File: src/rtl/status_flags.sv
// 6502 processor status register with masked ALU capture, flag ops, BIT, PLP/RTI loads and IRQ gating.
// Optional D flag storage is enabled by defining STATUS_DECIMAL_EN.
module status_flags (
   input  logic       clk,
   input  logic       rst,
   input  logic       alu_c,
   input  logic       alu_v,
   input  logic       alu_z,
   input  logic       alu_n,
   input  logic       upd_nz,
   input  logic       upd_c,
   input  logic       upd_v,
   input  logic       bit_op,
   input  logic [7:0] mem_in,
   input  logic       load_p,
   input  logic       rti,
   input  logic       flag_op_en,
   input  logic [2:0] flag_op,
   input  logic       instr_done,
   input  logic       irq_line,
   input  logic       brk_push,
   output logic [7:0] p_out,
   output logic [7:0] p_push,
   output logic       carry_out,
   output logic       decimal_mode,
   output logic       irq_req
);

   logic r_n, r_v, r_i, r_z, r_c;
   logic r_i_eff, r_irq_req;
   logic w_n_next, w_v_next, w_i_next, w_z_next, w_c_next;
   logic w_d;
   logic w_unused;

`ifdef STATUS_DECIMAL_EN
   logic r_d;
   logic w_d_next;
   assign w_d      = r_d;
   assign w_unused = ^mem_in[5:4];
`else
   assign w_d      = 1'b0;
   assign w_unused = ^mem_in[5:3];
`endif

   // Sources applied lowest priority first so later writes win bit by bit.
   always_comb begin
      w_n_next = r_n;
      w_v_next = r_v;
      w_i_next = r_i;
      w_z_next = r_z;
      w_c_next = r_c;
`ifdef STATUS_DECIMAL_EN
      w_d_next = r_d;
`endif
      if (upd_nz) begin
         w_n_next = alu_n;
         w_z_next = alu_z;
      end
      if (upd_c) w_c_next = alu_c;
      if (upd_v) w_v_next = alu_v;
      if (bit_op) begin
         w_n_next = mem_in[7];
         w_v_next = mem_in[6];
         w_z_next = alu_z;
      end
      if (flag_op_en) begin
         case (flag_op)
            3'd0: w_c_next = 1'b0;
            3'd1: w_c_next = 1'b1;
            3'd2: w_i_next = 1'b0;
            3'd3: w_i_next = 1'b1;
            3'd4: w_v_next = 1'b0;
`ifdef STATUS_DECIMAL_EN
            3'd5: w_d_next = 1'b0;
            3'd6: w_d_next = 1'b1;
`endif
            default: ;
         endcase
      end
      if (load_p) begin
         w_n_next = mem_in[7];
         w_v_next = mem_in[6];
         w_i_next = mem_in[2];
         w_z_next = mem_in[1];
         w_c_next = mem_in[0];
`ifdef STATUS_DECIMAL_EN
         w_d_next = mem_in[3];
`endif
      end
   end

   always_ff @(posedge clk) begin
      if (rst) begin
         r_n       <= 1'b0;
         r_v       <= 1'b0;
         r_i       <= 1'b1;
         r_z       <= 1'b0;
         r_c       <= 1'b0;
         r_i_eff   <= 1'b1;
         r_irq_req <= 1'b0;
`ifdef STATUS_DECIMAL_EN
         r_d       <= 1'b0;
`endif
      end else begin
         r_n       <= w_n_next;
         r_v       <= w_v_next;
         r_i       <= w_i_next;
         r_z       <= w_z_next;
         r_c       <= w_c_next;
`ifdef STATUS_DECIMAL_EN
         r_d       <= w_d_next;
`endif
         // RTI unmasks at once; everything else lags by one instruction boundary.
         if (load_p && rti)
            r_i_eff <= mem_in[2];
         else if (instr_done)
            r_i_eff <= r_i;
         r_irq_req <= irq_line & ~r_i_eff;
      end
   end

   assign p_out        = {r_n, r_v, 2'b11, w_d, r_i, r_z, r_c};
   assign p_push       = {r_n, r_v, 1'b1, brk_push, w_d, r_i, r_z, r_c};
   assign carry_out    = r_c;
   assign decimal_mode = w_d;
   assign irq_req      = r_irq_req;

endmodule

File: config.mk
export PLATFORM = sky130hd
export DESIGN_NAME = status_flags
export DESIGN_NICKNAME = d
export VERILOG_FILES = /design/src/rtl/status_flags.sv
export SDC_FILE = /design/constraint.sdc
export NUM_CORES = 1
export LEC_CHECK = 0
export CAP_MARGIN = 20
export CORE_MARGIN = 1.5
export CORE_UTILIZATION = 30
export DETAILED_ROUTE_END_ITERATION = 6
export GPL_TIMING_DRIVEN = 0
export HOLD_SLACK_MARGIN = 0.03
export PLACE_DENSITY = 0.89
export SLEW_MARGIN = 30
export SYNTH_ARGS = -nofsm -noshare
export SYNTH_HDL_FRONTEND = slang
export SYNTH_SLANG_ARGS = --single-unit
File: constraint.sdc
create_clock -name clk -period 1.07 [get_ports clk]
set_input_delay 0.1605 -clock clk [delete_from_list [all_inputs] [get_ports clk]]
set_output_delay 0.1605 -clock clk [all_outputs]
set_load 0.005 [all_outputs]
**Yosys cells after proc, flatten, opt, wreduce, memory -nomap -nowiden**

Cells that the tools add are included.

- Register bits: 7
- Input bits: 27
- Output and inout bits: 19
- Word-level logic and storage cells: 40

- Equality and inequality tests: 4
- Mux-type cells: 20
- Bitwise logic cells: 2
- Reduce and logical (&&, ||, !) cells: 7

Operator list:

| kind | number |
|---|---|
| $mux W1 | 18 |
| $eq A3 B2 Y1 const B | 2 |
| $reduce_bool A3 Y1 | 2 |
| $pmux W1 S2 | 2 |
| $reduce_bool A2 Y1 | 2 |
| $eq A3 B1 Y1 const B | 1 |
| $eq A3 B3 Y1 const B | 1 |
| $logic_not A3 Y1 | 1 |
| $reduce_and A2 Y1 | 1 |
| $and A1 B1 Y1 | 1 |
| $logic_and A1 B1 Y1 | 1 |
| $not A1 Y1 | 1 |

**Longest topological paths before layout**

- Word-level depth: 5
- Depth in mapped cells: 4
- Mapped depth without buffers: 3

**Worst setup path after synthesis**

No wires, ideal clock.

- Path type: register to register
- From: register r_i
- To: register r_i_eff
- Library setup time: 122 ps
- Arrival: 768 ps
- Data required time: 948 ps
- Slack: 180 ps
- Stages on the path, launching flop included: 4
- Path through: dfxtp_1 -> mux2i_1 -> a21oi_1 -> a311o_1

- Cells in the longest elaborated chain, start to end: 2

RTL lines:

| element | RTL line | RTL |
|---|---|---|
| from (decl) | 29 | `logic r_n, r_v, r_i, r_z, r_c;` |
| from (signal assigned) | 107 | `r_i <= w_i_next;` |
| $mux W1 | 116 | `else if (instr_done)` |
| $mux W1 | 114 | `if (load_p && rti)` |
| to (signal assigned) | 115 | `r_i_eff <= mem_in[2];` |
| to (signal assigned) | 117 | `r_i_eff <= r_i;` |
| to (decl) | 30 | `logic r_i_eff, r_irq_req;` |

Every way passes these cells. The select of a mux whose other input is x is not followed.
A chain may end at the register's enable or synchronous reset.

**Worst setup path after layout**

- From: input port instr_done
- To: register r_i_eff

- Cells in the longest elaborated chain, start to end: 1

RTL lines:

| element | RTL line | RTL |
|---|---|---|
| from (decl) | 19 | `input logic instr_done,` |
| $reduce_bool A2 Y1 (no line) | n/a |  |

Every way passes these cells.

==> summary.txt <==
Logic synthesis
  • Cells after Synth: 57
  • Yosys reg bits: 7
  • Post-Syn Area: 504 sq um
  • Yosys cell types: 23
  • Synth area leaders: dfxtp_1 (28%), buf_4 (25%), mux2i_1 (7.9%)
  • Average size of a mapped cell: between 8 and 9 sq um
  • Synth async-reset ratio: 0
  • Synth warn: 0
  • Yosys top cell area share: 0.278
  • EDFF count, synth: 0
  • Top-count cell post-synth: buf_4
  • Dominant synthesized flop cell: dfxtp_1
  • Area leader, netlist: dfxtp_1
  • Sequential area share after synthesis: 0.278
  • Post-synth top cells: buf_4 (17), dfxtp_1 (7), mux2i_1 (4), nor2_1 (4), a211oi_1 (3)

STA
  • Worst setup margin: around 50 ps
  • Final Cycle Share: 0.952
  • Finish-stage setup viols: 0
  • Final Skew: ~0.044 ps
  • Max Freq: roughly 0.98 GHz
  • Final-report max-slew violation count: 0
  • RSZ-0062 raised after global routing: yes
  • Crit path time final: roughly 1000 ps
  • Final Hold Fails: 0

Clock network
  • Reg clk slew, reported paths: 60 ps
  • CTS tree: done
  • Clock sink count: 7
  • Worst-Skew Late Latency: ~260 ps
  • CTS Hold Bufs: 0
  • Clk root buf: clkbuf_4
  • Clk buf depth: 2
  • H-Tree Depth: 1
  • CTS buffer count: 3

Power and ir drop
  • Leak Pwr: 0.436 nW
  • Pwr/cell area: 902 nW/um^2
  • Peak supply drop: between 0.0005 and 0.0006 V

Drt
  • Detail Route Antenna Nets: 0
  • Initial DRT Pass Iterations: 2
  • Final wirelength: approximately 1.3 mm
  • Routed wire length per instance: between 10 and 15 um
  • Initial DRC Count: 5
  • Via-to-Cell Ratio: 4.41
  • DRC Markers: 0
  • DR vias: 516

Placed design
  • Cell count after placement: 111
  • Post-DP Area: 880 sq um
  • DP Wirelength: about 1000 um
  • Port Buffers: 34
  • Gpl congestion: about 0.67
  • Pre-CTS WS: -254 ps

Worst setup path
  • Crit start category: input port
  • Crit Path Class: input port to register
  • WP data required: ~1200 ps
  • CP Capture Type: register
  • Worst R2R End: r_i_eff
  • Peak fanout along the critical path: 1
  • Critical Path AT: 1170 ps
  • RR Startpoint: r_i
  • Worst-case reg-to-reg path depth: 4
  • Flop-to-flop setup slack: between 50 and 60 ps

Flow run
  • Max cap viols: 0

Global routing
  • GRT overflow: 0
  • Initial antenna violation count: 0
  • First-pass GRT wire length: roughly 2.1 mm
  • Gr usage total: 0.152
  • Pin count of the biggest net entering global routing: 11
  • Vias in the first global route: 520

Floorplanning
  • Die width: 44.0 um
  • I/O Pins: 46
  • Row Count: 14
  • Core area: between 1500 and 2000 sq um
  • Die Area: 1940 sq um
  • Die height: 44.0 um
  • Initial Utilization: 0.327

Layout
  • Synth-to-Final Area Change: 87.1%
  • Nets: 129
  • Fillcell total: roughly 160
  • Layout Cells excl Fill: roughly 120
  • Fraction of layout cells with a size suffix above 1: 0.446
  • Final instance area: between 900 and 1000 sq um
  • # diodes: 0

Outcome
  • Status: finished clean

Min path
  • Hold depth: 2
  • Hold path startpoint: rst
  • WHS Endpoint: r_v
  • Worst hold path class: input port to register
-- sequential cells by signal, summed over array words and instances, names as in the netlist --
register / cells
carry_out: 1
irq_req: 1
r_n: 1
r_i_eff: 1
r_z: 1
r_i: 1
r_v: 1
-- critical path, cell delays in order --
cell             delay [ps]
clkdlybuf4s50_1         480
mux2i_1                 210
a21oi_1                  60
a311o_1                 260
-- power breakdown --
part / leakage [nW] / internal [mW] / switching [mW] / total [mW]
Combinational: 0.359 / 0.207 / 0.0963 / 0.303
Sequential: 0.0588 / 0.282 / 0.0124 / 0.294
Clock: 0.0177 / 0.138 / 0.117 / 0.254
-- what timing repair did --
action / 4_1_cts / 5_1_grt
cloned: 0 / 1
pin swaps: 0 / 2
setup endpoints to repair: 12 / 11
buffers inserted: 8 / 0
resized for setup: 47 / 10
-- cells by family after synthesis --
kind of cell / count (synthesis) / synth area share
buf+inv: 19 / 0.285
other cells: 2 / 0.0149
mux: 4 / 0.0794
simple gates: 15 / 0.181
compound gates: 10 / 0.161
flops: 7 / 0.278
-- cell type report --
type	count	area [sq um]	area share
repair buffers	40	379	0.402
multi-input cells	35	253	0.268
flip-flops and latches	7	146	0.155
plain buffers	15	118	0.125
clock buffers	3	22.5	0.0239
well taps	16	20.0	0.0212
clock inverters	1	5.00	0.00531
-- stage by stage --
stage                     power [mW]  utilization  hold slack (ps)  setup TNS (ps)
after floorplan                0.422            -              318               0
after global placement         0.579        0.571              403           -1130
after detailed placement       0.586        0.571              414           -1460
after CTS                      0.875        0.631              192               0
after global routing           0.919        0.612              215           -14.9
final                          0.851        0.612              200               0
-- per-layer routing --
layer  vias to the layer above  routed length (um)  GRT usage
met5                         -                   0          0
met4                         0                  10     0.0727
met3                         2                 114     0.0458
met2                        26                 670      0.262
met1                       225                 509      0.168
li1                        263                   -          -
-- cells in the final DEF (no fill, tap or decap), drive strengths merged, types with 2 or more instances in the layout --
| cell type | n |
|---|---|
| nor3 | 2 |
| clkbuf | 8 |
| dlygate4sd2 | 2 |
| dfxtp | 7 |
| nor2 | 5 |
| a211oi | 3 |
| buf | 26 |
| nor3b | 2 |
| conb | 6 |
| clkdlybuf4s50 | 21 |
| mux2i | 4 |
| o21a | 2 |
-- worst max-delay path by stage --
stage,start,endpoint,slack [ps],cells past startpoint
global route,r_i,r_i_eff,-10,4
global placement,load_p,r_i_eff,-230,4
detailed placement,instr_done,r_i_eff,-250,4
CTS,r_z,p_out[1],0.8,3
finish,instr_done,r_i_eff,50,4
floorplan,r_i,r_i_eff,180,3
Note: power is estimated with default switching activity, not from simulation.
